**src/rtl/data_table_remove.sv**
```systemverilog
// Hash-table delete engine: walks a bucket chain, unlinks and clears the matching entry, frees its address.
// Optional statistics counters are built when HT_DELETE_STATS_EN is defined.
module data_table_remove #(
  parameter int KEY_WIDTH     = 32,
  parameter int VALUE_WIDTH   = 16,
  parameter int A_WIDTH       = 8,
  parameter int BUCKET_WIDTH  = 8,
  parameter int RAM_LATENCY   = 2,
  parameter int MAX_CHAIN_LEN = 256,
  parameter int STAT_WIDTH    = 16
) (
  input  logic                                            clk_i,
  input  logic                                            rst_n_i,
  input  logic [KEY_WIDTH+VALUE_WIDTH+BUCKET_WIDTH+A_WIDTH:0] task_i,
  input  logic                                            task_valid_i,
  output logic                                            task_ready_o,
  output logic [A_WIDTH-1:0]                              rd_addr_o,
  output logic                                            rd_en_o,
  input  logic [KEY_WIDTH+VALUE_WIDTH+A_WIDTH:0]          rd_data_i,
  output logic [A_WIDTH-1:0]                              wr_addr_o,
  output logic [KEY_WIDTH+VALUE_WIDTH+A_WIDTH:0]          wr_data_o,
  output logic                                            wr_en_o,
  output logic [A_WIDTH-1:0]                              add_empty_ptr_o,
  output logic                                            add_empty_ptr_en_o,
  output logic [BUCKET_WIDTH-1:0]                         head_wr_addr_o,
  output logic [A_WIDTH-1:0]                              head_wr_ptr_o,
  output logic                                            head_wr_ptr_val_o,
  output logic                                            head_wr_en_o,
  output logic [KEY_WIDTH+VALUE_WIDTH+1:0]                result_o,
  output logic                                            result_valid_o,
  input  logic                                            result_ready_i
`ifdef HT_DELETE_STATS_EN
  ,
  output logic [STAT_WIDTH-1:0]                           stat_ok_o,
  output logic [STAT_WIDTH-1:0]                           stat_miss_o,
  output logic [STAT_WIDTH-1:0]                           stat_err_o
`endif
);

  localparam int D  = KEY_WIDTH + VALUE_WIDTH + 1 + A_WIDTH;
  localparam int HW = $clog2(MAX_CHAIN_LEN + 1);
  localparam logic [HW-1:0] HOP_MAX = HW'(MAX_CHAIN_LEN);
  localparam logic [HW-1:0] HOP_ONE = HW'(1);

  typedef enum logic [3:0] {
    IDLE, READ, MATCH_HEAD, MATCH_MID, MATCH_TAIL, CLEAR, DONE, NO_HEAD, MISS, CHAIN_ERR
  } state_t;

  // Handshakes: task and result each transfer on a cycle where valid and ready are both high.
  state_t                  state_q, state_d;
  logic [KEY_WIDTH-1:0]    key_q, key_d;
  logic [VALUE_WIDTH-1:0]  value_q, value_d;
  logic [BUCKET_WIDTH-1:0] bucket_q, bucket_d;
  logic [A_WIDTH-1:0]      cur_addr_q, cur_addr_d;
  logic [A_WIDTH-1:0]      prev_addr_q, prev_addr_d;
  logic [KEY_WIDTH-1:0]    prev_key_q, prev_key_d;
  logic [VALUE_WIDTH-1:0]  prev_value_q, prev_value_d;
  logic [A_WIDTH-1:0]      nxt_ptr_q, nxt_ptr_d;
  logic                    nxt_val_q, nxt_val_d;
  logic [HW-1:0]           hop_q, hop_d;
  logic                    rd_go_q, rd_go_d;
  logic [RAM_LATENCY-1:0]  vld_sr_q, vld_sr_d;

  logic [A_WIDTH-1:0]      t_ptr, r_ptr;
  logic                    t_hv, r_nv;
  logic [BUCKET_WIDTH-1:0] t_bucket;
  logic [VALUE_WIDTH-1:0]  t_value, r_value;
  logic [KEY_WIDTH-1:0]    t_key, r_key;
  logic [1:0]              res;
  logic                    res_hs;

  assign t_ptr    = task_i[A_WIDTH-1:0];
  assign t_hv     = task_i[A_WIDTH];
  assign t_bucket = task_i[A_WIDTH+1 +: BUCKET_WIDTH];
  assign t_value  = task_i[A_WIDTH+1+BUCKET_WIDTH +: VALUE_WIDTH];
  assign t_key    = task_i[A_WIDTH+1+BUCKET_WIDTH+VALUE_WIDTH +: KEY_WIDTH];

  assign r_ptr    = rd_data_i[A_WIDTH-1:0];
  assign r_nv     = rd_data_i[A_WIDTH];
  assign r_value  = rd_data_i[A_WIDTH+1 +: VALUE_WIDTH];
  assign r_key    = rd_data_i[A_WIDTH+1+VALUE_WIDTH +: KEY_WIDTH];

  always_comb begin
    state_d      = state_q;
    key_d        = key_q;
    value_d      = value_q;
    bucket_d     = bucket_q;
    cur_addr_d   = cur_addr_q;
    prev_addr_d  = prev_addr_q;
    prev_key_d   = prev_key_q;
    prev_value_d = prev_value_q;
    nxt_ptr_d    = nxt_ptr_q;
    nxt_val_d    = nxt_val_q;
    hop_d        = hop_q;
    rd_go_d      = rd_go_q;
    vld_sr_d     = '0;

    task_ready_o       = 1'b0;
    rd_addr_o          = '0;
    rd_en_o            = 1'b0;
    wr_addr_o          = '0;
    wr_data_o          = '0;
    wr_en_o            = 1'b0;
    add_empty_ptr_o    = '0;
    add_empty_ptr_en_o = 1'b0;
    head_wr_addr_o     = '0;
    head_wr_ptr_o      = '0;
    head_wr_ptr_val_o  = 1'b0;
    head_wr_en_o       = 1'b0;
    result_valid_o     = 1'b0;
    res                = 2'd0;

    case (state_q)
      IDLE: begin
        task_ready_o = 1'b1;
        if (task_valid_i) begin
          key_d      = t_key;
          value_d    = t_value;
          bucket_d   = t_bucket;
          cur_addr_d = t_ptr;
          hop_d      = '0;
          rd_go_d    = t_hv;
          state_d    = t_hv ? READ : NO_HEAD;
        end
      end
      READ: begin
        vld_sr_d = vld_sr_q << 1;
        if (rd_go_q) begin
          rd_en_o     = 1'b1;
          rd_addr_o   = cur_addr_q;
          vld_sr_d[0] = 1'b1;
          rd_go_d     = 1'b0;
          hop_d       = (hop_q == HOP_MAX) ? hop_q : hop_q + HOP_ONE;
        end else if (vld_sr_q[RAM_LATENCY-1]) begin
          nxt_ptr_d = r_ptr;
          nxt_val_d = r_nv;
          // Match is tested before the hop limit so a hit on the last allowed read still succeeds.
          if (r_key == key_q) begin
            if (hop_q == HOP_ONE) state_d = MATCH_HEAD;
            else if (!r_nv)       state_d = MATCH_TAIL;
            else                  state_d = MATCH_MID;
          end else if (!r_nv) begin
            state_d = MISS;
          end else if (hop_q == HOP_MAX) begin
            state_d = CHAIN_ERR;
          end else begin
            prev_addr_d  = cur_addr_q;
            prev_key_d   = r_key;
            prev_value_d = r_value;
            cur_addr_d   = r_ptr;
            rd_go_d      = 1'b1;
          end
        end
      end
      MATCH_HEAD: begin
        head_wr_en_o      = 1'b1;
        head_wr_addr_o    = bucket_q;
        head_wr_ptr_o     = nxt_ptr_q;
        head_wr_ptr_val_o = nxt_val_q;
        state_d           = CLEAR;
      end
      MATCH_MID: begin
        wr_en_o   = 1'b1;
        wr_addr_o = prev_addr_q;
        wr_data_o = {prev_key_q, prev_value_q, nxt_val_q, nxt_ptr_q};
        state_d   = CLEAR;
      end
      MATCH_TAIL: begin
        wr_en_o   = 1'b1;
        wr_addr_o = prev_addr_q;
        wr_data_o = {prev_key_q, prev_value_q, 1'b0, {A_WIDTH{1'b0}}};
        state_d   = CLEAR;
      end
      CLEAR: begin
        wr_en_o            = 1'b1;
        wr_addr_o          = cur_addr_q;
        wr_data_o          = {D{1'b0}};
        add_empty_ptr_en_o = 1'b1;
        add_empty_ptr_o    = cur_addr_q;
        state_d            = DONE;
      end
      DONE, NO_HEAD, MISS, CHAIN_ERR: begin
        result_valid_o = 1'b1;
        res = (state_q == DONE) ? 2'd0 : (state_q == CHAIN_ERR) ? 2'd2 : 2'd1;
        if (result_ready_i) state_d = IDLE;
      end
      default: state_d = IDLE;
    endcase

    result_o = result_valid_o ? {res, key_q, value_q} : '0;
  end

  assign res_hs = result_valid_o & result_ready_i;

  always_ff @(posedge clk_i or negedge rst_n_i) begin
    if (!rst_n_i) begin
      state_q      <= IDLE;
      key_q        <= '0;
      value_q      <= '0;
      bucket_q     <= '0;
      cur_addr_q   <= '0;
      prev_addr_q  <= '0;
      prev_key_q   <= '0;
      prev_value_q <= '0;
      nxt_ptr_q    <= '0;
      nxt_val_q    <= 1'b0;
      hop_q        <= '0;
      rd_go_q      <= 1'b0;
      vld_sr_q     <= '0;
    end else begin
      state_q      <= state_d;
      key_q        <= key_d;
      value_q      <= value_d;
      bucket_q     <= bucket_d;
      cur_addr_q   <= cur_addr_d;
      prev_addr_q  <= prev_addr_d;
      prev_key_q   <= prev_key_d;
      prev_value_q <= prev_value_d;
      nxt_ptr_q    <= nxt_ptr_d;
      nxt_val_q    <= nxt_val_d;
      hop_q        <= hop_d;
      rd_go_q      <= rd_go_d;
      vld_sr_q     <= vld_sr_d;
    end
  end

`ifdef HT_DELETE_STATS_EN
  logic [STAT_WIDTH-1:0] stat_ok_q, stat_ok_d, stat_miss_q, stat_miss_d, stat_err_q, stat_err_d;

  // Counters saturate at all-ones rather than wrapping.
  always_comb begin
    stat_ok_d   = stat_ok_q;
    stat_miss_d = stat_miss_q;
    stat_err_d  = stat_err_q;
    if (res_hs) begin
      if (res == 2'd0 && stat_ok_q != '1)   stat_ok_d   = stat_ok_q + 1'b1;
      if (res == 2'd1 && stat_miss_q != '1) stat_miss_d = stat_miss_q + 1'b1;
      if (res == 2'd2 && stat_err_q != '1)  stat_err_d  = stat_err_q + 1'b1;
    end
  end

  always_ff @(posedge clk_i or negedge rst_n_i) begin
    if (!rst_n_i) begin
      stat_ok_q   <= '0;
      stat_miss_q <= '0;
      stat_err_q  <= '0;
    end else begin
      stat_ok_q   <= stat_ok_d;
      stat_miss_q <= stat_miss_d;
      stat_err_q  <= stat_err_d;
    end
  end

  assign stat_ok_o   = stat_ok_q;
  assign stat_miss_o = stat_miss_q;
  assign stat_err_o  = stat_err_q;
`else
  logic unused_hs;
  assign unused_hs = res_hs;
`endif

endmodule

```
**config.mk**
```make
export PLATFORM = sky130hd
export DESIGN_NAME = data_table_remove
export DESIGN_NICKNAME = d
export VERILOG_FILES = /design/src/rtl/data_table_remove.sv
export SDC_FILE = /design/constraint.sdc
export NUM_CORES = 1
export LEC_CHECK = 0
export ABC_AREA = 0
export BUFFER_PORTS_ARGS = -buffer_cell sky130_fd_sc_hd__buf_4
export CAP_MARGIN = 5
export CORE_ASPECT_RATIO = 0.5
export CORE_MARGIN = 5
export CORE_UTILIZATION = 44
export DETAILED_ROUTE_END_ITERATION = 10
export PLACE_DENSITY = 0.8
export SYNTH_ARGS = -nofsm -noshare
export SYNTH_HDL_FRONTEND = slang
export SYNTH_SLANG_ARGS = --single-unit
```
**constraint.sdc**
```tcl
create_clock -name clk_i -period 2.3 [get_ports clk_i]
set_input_delay 0.345 -clock clk_i [delete_from_list [all_inputs] [get_ports clk_i]]
set_output_delay 0.345 -clock clk_i [all_outputs]
set_load 0.1 [all_outputs]
```
Word level (Yosys, flattened, before mapping):

Index checks and enable logic that the tools add are counted.

* logic and storage cells: 100
* output and inout bits: 154
* bits of input ports: 126
* flip-flop bits (word level): 145

* bitwise logic cells: 3
* eq/ne operators: 21
* reduce and logical (&&, ||, !) cells: 13
* add/sub/neg operators: 1
* muxes and demuxes: 49

Operators with widths (count)
* 57-bit case mux with 2 select lines: 1
* 8-bit 2-to-1 mux: 11
* 50-bit 2-to-1 mux: 1
* 32-bit == test: 1
* 8-bit case mux with 2 select lines: 2
* 4-bit 2-to-1 mux: 7
* 9-bit 2-to-1 mux: 3
* 4-bit case mux with 5 select lines: 1
* 9-bit case mux with 2 select lines: 1
* 4-bit by 3-bit == test with 1-bit output (second input constant): 4
* 2-bit inequality test (second input constant): 8
* 1-bit 2-to-1 mux: 14
* 9-bit by 1-bit adder with 9-bit output (second input constant): 1
* 9-bit by 1-bit == test with 1-bit output (second input constant): 1
* 9-bit == test (second input constant): 1
* 3-bit 2-to-1 mux: 3
* 4-bit by 2-bit == test with 1-bit output (second input constant): 2
* 4-bit == test (second input constant): 2
* 2-bit 2-to-1 mux: 4
* 7-bit AND reduction: 1
* 6-bit AND reduction: 1
* 3-bit OR reduction: 2
* 5-bit AND reduction: 1
* 4-bit by 1-bit == test with 1-bit output (second input constant): 1
* 10 further kinds: 13

Longest topological paths before layout:

Gate-level depths: netlist of run 1.

* depth after elaboration: 7
* gate-level depth with buffers: 9

Worst setup path before layout of run 1:

Ideal clock, no wire load.

* path type: register -> output
* start: reg state_q[0]
* end: out wr_addr_o[0]
* slack: -1.523 ns
* arrival time: 3.478 ns
* data required time: 1.955 ns
* stages on the path, launching flop included: 7
* buffers on the path: 2
* path through: dfrtp_1 -> clkbuf_1 -> nand2b_1 -> nor2_1 -> clkbuf_1 -> and2_1 -> a21o_1

* word-level cells in the longest chain between the ends: 3

Ends and longest elaborated chain
* from (decl): RTL line 50 `state_t state_q, state_d;`
* from (signal assigned): RTL line 211 `state_q <= state_d;`
* 4-bit by 3-bit == test with 1-bit output / 4-bit by 2-bit == test with 1-bit output (equally long branches): RTL line 113 `case (state_q)`
* 2-bit OR reduction (no line)
* 8-bit case mux with 2 select lines (*): RTL line 113
* to (decl): RTL line 20 `output logic [A_WIDTH-1:0] wr_addr_o,`

Mark *: on every way between the ends. The rest lies on a longest branch, timed or not.

Final worst setup path of run 1:

* start: reg state_q[2]
* end: out head_wr_addr_o[1]

* word-level cells in the longest chain between the ends: 2

Ends and longest elaborated chain
* 4-bit by 2-bit == test with 1-bit output: RTL line 113
* 8-bit 2-to-1 mux: RTL line 113
* to (decl): RTL line 25 `output logic [BUCKET_WIDTH-1:0] head_wr_addr_o,`

Every way passes these cells.

==> impl_metrics.yaml, run 1 <==
clock_tree:
  cts_max_level: 4
  clk_latency_ps: 420
  cts_tree: "built"
  cts-root-buf: "clkbuf_16"
  clock_path_buffers: 2
  clk_pin_slew_ps: 60
  numCtsBuffers: 17
  cts_sinks: 145
timing:
  slew_headroom_pct: 61.23
  whs_ps: 159.4
  period_minus_slack_ps: 2448
  finalMaxSlewViolations: 0
  final.setup_skew_ps: 11.12
  rsz0062_at_grt: "true"
  tightest_slew_ps: 581.5
  max_freq_mhz: 408.4
  setup_ws_ps: -148.4
  setup_viol: 134
  finalCritPeriodShare_pct: 106.5
  hold_viol: 0
worst_setup_path:
  r2r_end: "rd_go_q$_DFFE_PN0P_"
  crit_fanout: 5
  critPathMaxStageDelay_ps: 430
  crit_path_end_kind: "output port"
  worst_path_max_delay_cell: "dfrtp_2"
  r2r_setup_slack_ps: -60
  r2r-start: "state_q[1]$_DFFE_PN0P_"
  crit_end: "head_wr_addr_o[1]"
  crit_type: "reg2out"
  cpMostUsedCell: "buf_6"
  cp.arrival_ps: 2100
  critical_path.startpoint_type: "register"
  path_cells: "or2_4 -> buf_6 -> nor3b_4 -> buf_6 -> and2_4 -> buf_12"
  r2r.worst_path.cells: 8
  startpoint: "state_q[2]$_DFFE_PN0P_"
  critPathRequiredTime_ps: 1960
floorplan:
  ios: 280
  row_count: 33
  dieArea_sq_um: 19770
  coreArea_sq_um: 16470
  die_height_um: 102.0
  die_x_um: 193.9
  initial_core_util_pct: 45.17
placement:
  placed_area_sq_um: 10130
  dp_hpwl_um: 16630
  dp_cells: 1122
  portBuffers: 279
  place_congestion: 0.9307
  place_ws_ps: 32.57
power_and_ir_drop:
  combPwrFrac_pct: 57.9
  swShare_pct: 45.19
  worst_ir_drop_vdd_mv: 1.046
  leakage_nw: 6.096
  p_int_mw: 9.746
  pwr-share-seq_pct: 24.2
  power.density_nw_per_um2: 1354
  power_mw: 17.78
  clockPowerShare_pct: 17.9
  switching_power_mw: 8.034
yosys:
  synth_sequential_area_ratio_pct: 48.76
  synthDistinctLibCells: 47
  synthXorXnorAreaFrac_pct: 4.472
  synth_top_family_by_area: "multiplexers"
  yosys.area_share.simple_pct: 18.63
  synthCells: 625
  synth_compound_area_share_pct: 3.531
  synthMuxAreaShare_pct: 21.10
  synth-warning-count: 0
  synth_fa_ha_area_share_pct: 0.5044
  synth_edf_count: 0
  synthFlopType: "dfrtp_1"
  synth.net_count: 754
  netlist_area_sq_um: 7442
  synth_seq_cells: 145
  postSynth.asyncResetShare_pct: 100.0
  synth_area_per_cell_sq_um: 11.91
finish:
  layout_commonest_cell: "buf_4"
  nNetsFinal: 1074
  most-common-layout-cells: "buf_4 (162), dfrtp_1 (142), buf_12 (142), mux2_2 (99), and2_4 (86)"
  diodes: 0
  register_area_sq_um: 3632
  area_growth_pct: 76.48
  num-fill-cells: 777
  fin_area_sq_um: 13130
  finalNonFillerCells: 1184
  layout-drive-gt1-share_pct: 70.43
  multi_input_area_sq_um: 4021
detailed_routing:
  vias_per_cell: 5.692
  drtPass1Iterations: 6
  avgRoutedWirePerCell_um: 26.40
  antenna_left: 0
  remaining_drc_errors: 0
  wl_met2_um: 16170
  drt-total-wl_um: 31260
  dr.max_layer_used: "met4"
  drt-met1-wl_um: 11440
  wl_met3_um: 2101
  via_count: 6739
  drt-initial-drc-count: 462
grt:
  grt_pass1_wl_um: 40750
  antenna_found_initial: 0
  grt.total_usage_pct: 26.39
  grt_overflow_total: 0
  grt_pass1_vias: 7044
  grt_max_degree: 61
min_path:
  hold_class: "in2reg"
run_status:
  status: "finished with violations"
  violations: "setup timing"
job:
  cap_violations: 0
-- per-stage QoR --
stage / setup TNS (ps) / utilization (%)
3_3_place_gp: 0 / 61.49
2_1_floorplan: -8908 / -
5_1_grt: -15090 / 79.72
4_1_cts: -984.8 / 73.73
3_5_place_dp: 0 / 61.49
6_report: -9258 / 79.72
-- cell usage after synthesis, types with 6 or more instances --
cell type    n  area [sq um]
a21o_1       8         60.06
a21oi_1      7         35.03
and2_1     134         838.3
and3_1       9         56.30
buf_2        8         40.04
buf_4        6         45.04
clkbuf_1    18         67.56
dfrtp_1    145          3628
mux2_2      99          1115
mux2_4      29         435.4
nand2_1     32         120.1
nor2_1      14         52.55
nor3_1       6         30.03
o21ai_0      9         45.04
xor2_1      35         306.5
-- kinds of logic (layout without fill, tap and decap cells) --
logic type	after synthesis	after routing
xor gates and xnor gates	38	38
adders and majority gates	3	3
and+or+nand+nor	232	232
buffers and inverters	41	373
AOI/OAI and AO/OA	36	36
DFF	145	145
muxes	130	130
-- layer usage --
| metal | up-vias | GRT usage [%] |
|---|---|---|
| met4 | 0 | 11.72 |
| met3 | 128 | 6.225 |
| met5 | - | 0 |
| met1 | 3466 | 30.20 |
| li1 | 2762 | - |
| met2 | 383 | 48.33 |
-- power by group through the flow --
| stage | logic, mW | registers (mW) | clock network [mW] |
|---|---|---|---|
| detailed placement | 7.64 | 4.18 | 0 |
| global placement | 7.53 | 4.13 | 0 |
| CTS | 9.12 | 4.15 | 3.15 |
| global route | 10.6 | 4.39 | 3.31 |
| finish | 10.3 | 4.31 | 3.18 |
| floorplan | 6.04 | 3.90 | 0 |
-- sequential cells by signal, indices dropped and copies added, names as in the netlist --
register / count
bucket_q: 8
hop_q: 9
prev_key_q: 32
value_q: 16
key_q: 32
prev_value_q: 16
state_q: 4
prev_addr_q: 8
vld_sr_q: 2
nxt_ptr_q: 8
nxt_val_q: 1
rd_go_q: 1
cur_addr_q: 8
-- cell type report --
cell class	instances	area share [%]
timing repair buffer	337	34.39
inverter	5	0.1429
sequential	145	27.66
multi-input combinational	439	30.62
clock inverter	9	1.343
tap	227	2.163
clock buffer	22	3.687
-- repair_timing --
item / in CTS / in global routing
endpoints found under the hold margin: 57 / 0
resized for setup: 309 / 207
endpoints found under the setup margin: 149 / 209
setup buffers: 15 / 6
gates cloned: 5 / 4
hold buffers: 1 / 0
pin swaps: 19 / 3
-- critical path: cells and delay by family, from the launching register on --
family	cells	cell delay, ps
AND/OR/NAND/NOR	3	740
flip-flops	1	430
buffers and inverters	3	500
-- worst min-delay path by stage --
stage	slack (ps)	cells after the start	start	endpoint
after floorplan	50	0	rst_n_i	bucket_q[0]$_DFFE_PN0P_
after global placement	370	1	rst_n_i	value_q[13]$_DFFE_PN0P_
after detailed placement	370	1	rst_n_i	value_q[12]$_DFFE_PN0P_
after CTS	150	2	task_i[26]	value_q[9]$_DFFE_PN0P_
after global routing	150	2	task_i[59]	key_q[26]$_DFFE_PN0P_
final	160	2	task_i[26]	value_q[9]$_DFFE_PN0P_
Power figures use the tool's default switching activity.
==> inputs of run 2 (changes only) <==
Settings changed: REMOVE_ABC_BUFFERS from default to 1.
==> impl_metrics.yaml, run 2 (synthesis results as in run 1) <==
run_status:
  status: "finished with violations"
  violations: "setup timing"
worst_setup_path:
  critical_path.startpoint_type: "register"
  critPathMaxStageDelay_ps: 410
  cpMostUsedCell: "buf_12"
  startpoint: "state_q[2]$_DFFE_PN0P_"
  path_cells: "buf_6 -> nand3b_1 -> a21oi_4 -> buf_12 -> clkbuf_16 -> a21o_1 -> buf_12"
  r2r-start: "hop_q[0]$_DFFE_PN0P_"
  r2r_setup_slack_ps: -80
  crit_fanout: 8
  crit_path_end_kind: "output port"
  r2r.worst_path.cells: 7
  critPathRequiredTime_ps: 1960
  worst_path_max_delay_cell: "dfrtp_1"
  cp.arrival_ps: 2120
  crit_type: "reg2out"
grt:
  grt_pass1_vias: 6476
  grt.total_usage_pct: 23.11
  grt_overflow_total: 0
  grt_max_degree: 43
  grt_pass1_wl_um: 36030
  antenna_found_initial: 0
timing:
  setup_ws_ps: -162.2
  finalMaxSlewViolations: 0
  final.setup_skew_ps: 17.15
  slew_headroom_pct: 58.02
  finalCritPeriodShare_pct: 107.1
  tightest_slew_ps: 629.7
  tns_ps: -9237
  period_minus_slack_ps: 2462
  max_freq_mhz: 406.1
  hold_viol: 0
  whs_ps: 148.0
  rsz0062_at_grt: "true"
  setup_viol: 112
finish:
  area_growth_pct: 69.18
  layout_commonest_cell: "buf_4"
  layout-drive-gt1-share_pct: 61.97
  most-common-layout-cells: "buf_4 (148), dfrtp_1 (143), buf_12 (110), mux2_2 (99), and2_4 (77)"
  diodes: 0
  nNetsFinal: 1060
  fin_area_sq_um: 12590
  top_regs: "key_q: 32 flops, prev_key_q: 32 flops"
  num-fill-cells: 922
floorplan:
  coreArea_sq_um: 16470
  row_count: 33
  initial_core_util_pct: 45.17
  dieArea_sq_um: 19770
  ios: 280
  die_height_um: 102.0
  die_x_um: 193.9
detailed_routing:
  remaining_drc_errors: 0
  antenna_left: 0
  drt-initial-drc-count: 525
  via_count: 6537
  drt-total-wl_um: 28470
  avgRoutedWirePerCell_um: 24.31
  vias_per_cell: 5.582
  drtPass1Iterations: 5
min_path:
  hold_depth: 2
  worstHoldStart: "task_i[37]"
  hold_class: "in2reg"
clock_tree:
  clk_latency_ps: 430
  cts_max_level: 4
  cts-root-buf: "clkbuf_16"
  cts_sinks: 145
  cts_tree: "built"
  clock_path_buffers: 2
  numCtsBuffers: 17
  clk_pin_slew_ps: 80
power_and_ir_drop:
  worst_ir_drop_vdd_mv: 0.8605
  power_mw: 16.70
  power.density_nw_per_um2: 1326
  leakage_nw: 5.907
job:
  cap_violations: 0
placement:
  portBuffers: 279
  placed_area_sq_um: 9906
  place_congestion: 0.8848
  dp_hpwl_um: 15620
  place_ws_ps: -144.1
run 2: cell count changes in the layout (fill, tap and decap cells not counted), moves of 5 or more:
cell and delta:
a21o_1 +8, and2_4 -9, a21o_4 -6, clkinv_4 +5
buf_4 -14, buf_8 +19, and3_2 -8, buf_12 -32
and3_1 +8, and2_2 -45, and2_1 +54, buf_6 +14
run 2: power breakdown:
part | internal, mW | switching, mW | total, mW
combinational | 3.72 | 5.81 | 9.53
clock | 1.73 | 1.21 | 2.94
sequential | 3.47 | 0.759 | 4.22
run 2: worst max-delay path: cells and delay by family (launching register included):
kind                   cells  cell delay (ps)
buffers and inverters      4              670
flip-flops                 1              410
AO/OA/AOI/OAI              2              400
AND/OR/NAND/NOR            1              200
run 2: metrics by stage:
stage / cells / utilization (%)
3_5_place_dp: 1121 / 60.13
4_1_cts: 1163 / 70.13
3_3_place_gp: 1121 / 60.13
2_1_floorplan: 589 / -
6_report: 1171 / 76.43
5_1_grt: 1171 / 76.43
run 2: what timing repair did:
action,CTS,global route
pin swaps,3,23
gates resized for setup,233,255
endpoints found under the hold margin,38,0
hold buffers,1,0
gates cloned,3,6
setup buffers,7,2
endpoints found under the setup margin,171,223
run 2: cell type report:
cell class	instances	area [sq um]	area share (%)
inverters	5	18.77	0.1491
clock inverters	14	182.7	1.451
flip-flops and latches	145	3631	28.84
multi-input cells	439	3839	30.49
well taps	227	284.0	2.256
repair buffers	323	4207	33.41
clock buffers	18	429.2	3.409
run 2: metal layers:
layer | wire [um] | GRT usage [%] | vias up
met2 | 14980 | 42.60 | 367
met1 | 10460 | 27.48 | 3314
li1 | - | - | 2737
met4 | 1273 | 8.585 | 0
met5 | 0 | 0 | -
met3 | 1752 | 4.545 | 119
run 2: path summary, 6_finish.rpt:
path | endpoint
min in group asynchronous | value_q[0]$_DFFE_PN0P_
max in group asynchronous | prev_key_q[11]$_DFFE_PN0P_
hold reg to reg | value_q[3]$_DFFE_PN0P_
setup / recovery | wr_addr_o[3]
hold / removal | key_q[4]$_DFFE_PN0P_
setup reg to reg | cur_addr_q[3]$_DFFE_PN0P_
